[config.mk]
export PLATFORM = sky130hd
export DESIGN_NAME = demux2_32b_pipe
export DESIGN_NICKNAME = d
export VERILOG_FILES = /design/src/rtl/demux2_32b_pipe.sv
export SDC_FILE = /design/constraint.sdc
export NUM_CORES = 1
export LEC_CHECK = 0
export CAP_MARGIN = 10
export CORE_ASPECT_RATIO = 1.2
export CORE_MARGIN = 10
export CORE_UTILIZATION = 45
export CTS_CLUSTER_SIZE = 14
export DETAILED_ROUTE_END_ITERATION = 10
export GPL_TIMING_DRIVEN = 0
export PLACE_DENSITY = 0.89
export SLEW_MARGIN = 20
export SYNTH_ARGS = -nofsm -noshare
export SYNTH_HDL_FRONTEND = slang
export SYNTH_SLANG_ARGS = --single-unit
[constraint.sdc]
create_clock -name clk -period 3.45 [get_ports clk]
set_input_delay 1.035 -clock clk [delete_from_list [all_inputs] [get_ports clk]]
set_output_delay 1.035 -clock clk [all_outputs]
set_load 0.02 [all_outputs]
[src/rtl/demux2_32b_pipe.sv]
// -----------------------------------------------------------------------------
// demux2_32b_pipe
//
// Registered 1-to-2 demultiplexer for WIDTH-bit words. One word per cycle is
// accepted on a valid/ready input and steered to output A (in_sel=0) or
// output B (in_sel=1). Each output owns a one-entry holding register, so a
// stalled consumer on one side never blocks traffic to the other side.
//
// Handshake semantics (all three interfaces):
//   A transfer happens on a rising clk edge where valid && ready are both 1.
//   valid never depends on ready. Once x_valid is 1 the word on x_data is
//   held stable until it is transferred. in_ready is combinational from
//   rst, in_sel, the selected output's state and that output's ready; it
//   never looks at in_valid.
//
// Optional feature: define DEMUX2_CNT_EN to build saturating per-output
// delivery counters (cnt_a, cnt_b). Without it both ports are tied to 0 and
// no counter flops exist.
//
// Parameters:
//   WIDTH  data width in bits
//   CNT_W  width of the delivery counters
//
// Ports:
//   clk       in   rising-edge clock
//   rst       in   synchronous reset, active-high
//   in_valid  in   input word present
//   in_ready  out  block accepts the input word this cycle
//   in_sel    in   destination: 0 = A, 1 = B
//   in_data   in   input word
//   a_valid   out  output A holding register full (equals A's FSM state)
//   a_ready   in   consumer A takes the word this cycle
//   a_data    out  output A word
//   b_valid   out  output B holding register full (equals B's FSM state)
//   b_ready   in   consumer B takes the word this cycle
//   b_data    out  output B word
//   cnt_a     out  words delivered on A (DEMUX2_CNT_EN only, else 0)
//   cnt_b     out  words delivered on B (DEMUX2_CNT_EN only, else 0)
// -----------------------------------------------------------------------------
module demux2_32b_pipe #(
  parameter int WIDTH = 32,
  parameter int CNT_W = 16
) (
  input  logic             clk,
  input  logic             rst,
  input  logic             in_valid,
  output logic             in_ready,
  input  logic             in_sel,
  input  logic [WIDTH-1:0] in_data,
  output logic             a_valid,
  input  logic             a_ready,
  output logic [WIDTH-1:0] a_data,
  output logic             b_valid,
  input  logic             b_ready,
  output logic [WIDTH-1:0] b_data,
  output logic [CNT_W-1:0] cnt_a,
  output logic [CNT_W-1:0] cnt_b
);

  // Per-output holding register state. The state is exported directly as
  // a_valid / b_valid, which keeps the FSMs observable at the ports.
  typedef enum logic {
    ST_EMPTY = 1'b0,
    ST_FULL  = 1'b1
  } slot_state_t;

  slot_state_t a_state, a_state_nxt;
  slot_state_t b_state, b_state_nxt;

  logic accept;
  logic a_load, b_load;
  logic a_drain, b_drain;

  // ---------------------------------------------------------------------------
  // Input side
  // ---------------------------------------------------------------------------
  // The selected slot can take a word if it is empty, or if it is full and
  // its consumer empties it on this same edge (pass-through reload).
  always_comb begin
    in_ready = 1'b0;
    if (!rst) begin
      if (in_sel) begin
        in_ready = (b_state == ST_EMPTY) || b_ready;
      end else begin
        in_ready = (a_state == ST_EMPTY) || a_ready;
      end
    end
  end

  assign accept  = in_valid && in_ready;
  assign a_load  = accept && !in_sel;
  assign b_load  = accept &&  in_sel;

  assign a_valid = (a_state == ST_FULL);
  assign b_valid = (b_state == ST_FULL);

  assign a_drain = a_valid && a_ready;
  assign b_drain = b_valid && b_ready;

  // ---------------------------------------------------------------------------
  // Output A FSM
  // ---------------------------------------------------------------------------
  always_comb begin
    a_state_nxt = a_state;
    case (a_state)
      ST_EMPTY: begin
        if (a_load) begin
          a_state_nxt = ST_FULL;
        end
      end
      ST_FULL: begin
        // A load while full is only possible together with a drain, so the
        // slot stays FULL and simply reloads.
        if (a_drain && !a_load) begin
          a_state_nxt = ST_EMPTY;
        end
      end
      default: a_state_nxt = ST_EMPTY;
    endcase
  end

  always_ff @(posedge clk) begin
    if (rst) begin
      a_state <= ST_EMPTY;
      a_data  <= '0;
    end else begin
      a_state <= a_state_nxt;
      // Data moves only on a load; an empty slot keeps the last word.
      if (a_load) begin
        a_data <= in_data;
      end
    end
  end

  // ---------------------------------------------------------------------------
  // Output B FSM
  // ---------------------------------------------------------------------------
  always_comb begin
    b_state_nxt = b_state;
    case (b_state)
      ST_EMPTY: begin
        if (b_load) begin
          b_state_nxt = ST_FULL;
        end
      end
      ST_FULL: begin
        if (b_drain && !b_load) begin
          b_state_nxt = ST_EMPTY;
        end
      end
      default: b_state_nxt = ST_EMPTY;
    endcase
  end

  always_ff @(posedge clk) begin
    if (rst) begin
      b_state <= ST_EMPTY;
      b_data  <= '0;
    end else begin
      b_state <= b_state_nxt;
      if (b_load) begin
        b_data <= in_data;
      end
    end
  end

  // ---------------------------------------------------------------------------
  // Delivery counters
  // ---------------------------------------------------------------------------
`ifdef DEMUX2_CNT_EN
  logic [CNT_W-1:0] cnt_a_q;
  logic [CNT_W-1:0] cnt_b_q;

  // Saturate at all-ones rather than wrapping so a long run never reads
  // back as a small count.
  always_ff @(posedge clk) begin
    if (rst) begin
      cnt_a_q <= '0;
      cnt_b_q <= '0;
    end else begin
      if (a_drain && (cnt_a_q != {CNT_W{1'b1}})) begin
        cnt_a_q <= cnt_a_q + 1'b1;
      end
      if (b_drain && (cnt_b_q != {CNT_W{1'b1}})) begin
        cnt_b_q <= cnt_b_q + 1'b1;
      end
    end
  end

  assign cnt_a = cnt_a_q;
  assign cnt_b = cnt_b_q;
`else
  assign cnt_a = '0;
  assign cnt_b = '0;
`endif

endmodule

# Word-level counts from Yosys, hierarchy flattened
# Cells that the tools add are included.
[op_classes] n_mux=8 bitwise_logic=2 reduce_logical=12
[ops] cell="$logic_and 1x1->1" n=7
[ops] cell="$mux 1" n=6
[ops] cell="$pmux 1 s2" n=2
[ops] cell="$logic_not 1->1" n=3
[ops] cell="$logic_or 1x1->1" n=2
[ops] cell="$not 1->1" n=2
[word_totals] ff_bits=66 in_bits=38 wordCells=26

# Depth between registers and ports, before layout
[depth] word_depth=10 ltp_mapped=5 depth_no_buf=3

# Worst setup path before layout
# Ideal clock, no wire load.
[synth_path] path_kind="in2out" startpoint="in a_ready" endpoint="out in_ready" cell_stages=3 slack_ps=662 arrival_time_ps=1753 cell_sequence="nand2b_1 -> nor2_1 -> a211oi_1"
[synth_via] elab_chain_len=3
[synth_lines] element="start, declared" line_no="51" source="input logic a_ready,"
[synth_lines] element="$logic_or 1x1->1" line_no="85" source="in_ready = (a_state == ST_EMPTY) || a_ready;"
[synth_lines] element="$mux 1" line_no="82" source="if (in_sel) begin"
[synth_lines] element="$mux 1" line_no="81" source="if (!rst) begin"
[synth_lines] element="end, declared" line_no="47" source="output logic in_ready,"
# Every way passes these cells.

# Worst setup path after layout
[layout_path] startpoint="in rst" endpoint="out in_ready"
[layout_via] elab_chain_len=1
[layout_lines] element="start, declared" line_no="45" source="input logic rst,"
[layout_lines] element="$mux 1" line_no="81"
# Every way passes these cells.

==> results.md <==
- Dpl ws: -0.351 ns
- Port bufs: roughly 100
- H-tree levels: 3
- First-pass GRT wire length: 13.3 mm
- Period utilisation layout: 0.942
- Yosys cell types: 20
- Finished layout cell area: about 0.0045 sq mm
- Busiest grt layer: met2
- Setup crit start kind: primary input
- Mean post-synth cell area: roughly 10 sq um
- Mapped Cells: roughly 300
- Met1 Resource Use GR: 0.174
- Routed Antenna Nets: 0
- # diodes: 0
- WL/cell: about 16 um
- Cell taking the most area after synthesis: dfxtp_1
- Met2 global-route usage: 0.280
- CTS Hold Buffers Added: 0
- Minimum clock period: 3.25 ns
- CP arrival: ~2.2 ns
- Highest clock rate: 308 MHz
- Die height: about 110 um
- Critical path class: in2out
- Routability cong.: around 0.79
- Netlist Area Pre-Place: between 0.003 and 0.004 sq mm
- CTS resizes: 2
- CTS tree: yes
- Final Skew: between 0.008 and 0.009 ns
- Yosys warnings: 0
- Register bit count reported by yosys: 66
- CTS Buf Count: 9
- CP max FO: 10
- Final Power: roughly 1.8 mW
- Initial antenna violation count: 0
- Syn-to-layout area delta: 48.0%
- Met3 Resource Use GR: 0.0675
- Io pins: between 100 and 150
- WP data required: ~2.4 ns
- Hold_ws: between 0.5 and 0.6 ns
- Total Nets Final: about 480
- Post-synthesis sequential area ratio: 0.437
- First-pass DRT Iterations: 4
- Clk pin slew, worst setup/hold paths: roughly 0.070 ns
- Layout cells sized above 1: 0.182
- Pin count of the biggest net entering global routing: 12
- CP Capture Type: primary output
- Pwr/cell area: 398 mW/mm^2
- Slew Viols, Final: 0
- Final Setup Violations: 0
- Core area: ~0.0065 sq mm
- Worst VDD drop: just under 400 uV
- RSZ-0062 raised after global routing: no
- Global route overflow: 0
- Tightest Hold Check Type: reg2reg
- Die Span X: 94.9 um
- Total setup buffers inserted after CTS: 0
- Post-Layout Cell Count: ~530
- Worst setup margin: around 0.20 ns
- Clk Latency, worst-skew pair: 0.34 ns
- Post-synth top area share: 0.437
- CTS sink count: 66
- R2r setup slk: 1.97 ns
- Filler cells: roughly 520
- Outcome: finished clean
- Die ar.: 0.0104 sq mm
- Util after Layout: 0.690
- Vias per inst: around 4.7
- Worst-case clock buffer depth: 2
- Global Route Usage Sum: 0.163
- # rows: 32
- Setup TNS: 0 ns
- Vias in the first global route: approximately 2600
- Detail Placement HPWL: around 6.7 mm
- Clk root buf: clkbuf_8
- Placed Cells: 514
- Starting density of the core: 0.466
- Max_cap viols: 0
- Overall routed net length: a little under 9 mm
- DP Area: about 0.0043 sq mm
- Leak: between 1.5 and 2 nW
- Largest cells by area after synthesis: dfxtp_1, mux2_1, a21bo_1, buf_4, nor2b_1
- Via count: roughly 2500
- DR DRC count: 0
- Final hold violations: 0
- Initial DRC Count: 53
[sequential cells by signal, summed over array words and instances, names as in the netlist]
| register | flops |
|---|---|
| b_valid | 1 |
| b_data | 32 |
| a_data | 32 |
| a_valid | 1 |
[layout by cell type (no fill, tap or decap), types with 16 or more instances in the layout]
| cell type | count |
|---|---|
| dfxtp_1 | 66 |
| buf_4 | 32 |
| mux2_1 | 32 |
| clkdlybuf4s50_1 | 103 |
| nor2b_1 | 32 |
| a21bo_1 | 32 |
| nand3_1 | 32 |
| a21oi_2 | 17 |
| a21oi_1 | 16 |
| conb_1 | 32 |
[power by group]
| group | internal, mW | switching [mW] | total, mW |
|---|---|---|---|
| clock | 0.347 | 0.292 | 0.639 |
| sequential | 0.796 | 0.0158 | 0.812 |
| combinational | 0.166 | 0.165 | 0.331 |
| total | 1.31 | 0.474 | 1.78 |
[path summary, 6_finish.rpt]
kind | depth (start not counted) | to | start
max reg2reg | 4 | a_data[19] | a_valid
max | 4 | in_ready | rst
min | 2 | a_valid | a_valid
min reg2reg | 2 | a_valid | a_valid
[cells by family after synthesis]
| family | synth area share |
|---|---|
| AOI/OAI and AO/OA | 0.184 |
| buffers and inverters | 0.121 |
| and+or+nand+nor | 0.138 |
| muxes | 0.119 |
| DFF | 0.437 |
| other | 0.00124 |
[synthesized netlist by cell type]
cell type / n
a211oi_1: 1
a21bo_1: 32
a21oi_1: 16
a21oi_2: 17
and2b_1: 1
and3b_1: 1
buf_1: 4
buf_2: 11
buf_4: 32
buf_6: 3
clkbuf_1: 6
conb_1: 1
dfxtp_1: 66
mux2_1: 32
nand2_1: 1
nand2b_1: 2
nand3_1: 32
nor2_1: 3
nor2b_1: 32
nor3b_2: 1
[layer usage]
| layer | routed length, um | vias up | share of wire |
|---|---|---|---|
| met5 | 0 | - | 0 |
| met4 | 112 | 0 | 0.013 |
| met3 | 862 | 9 | 0.10 |
| met2 | 4210 | 98 | 0.49 |
| met1 | 3470 | 1169 | 0.40 |
| li1 | - | 1227 | - |
[critical path, cell delays in order]
cell             delay, ns
clkdlybuf4s50_1       0.52
clkbuf_2              0.25
a211oi_1              0.19
clkbuf_2              0.21
[area by class of cell]
type | instances | area, sq um | area share
well taps | 85 | 106 | 0.0237
clock buffers | 10 | 138 | 0.0307
flip-flops and latches | 66 | 1320 | 0.295
multi-input cells | 203 | 1450 | 0.325
repair buffers | 104 | 1040 | 0.231
clock inverters | 5 | 55.1 | 0.0123
plain buffers | 56 | 368 | 0.0821
Note: power is estimated with default switching activity, not from simulation.
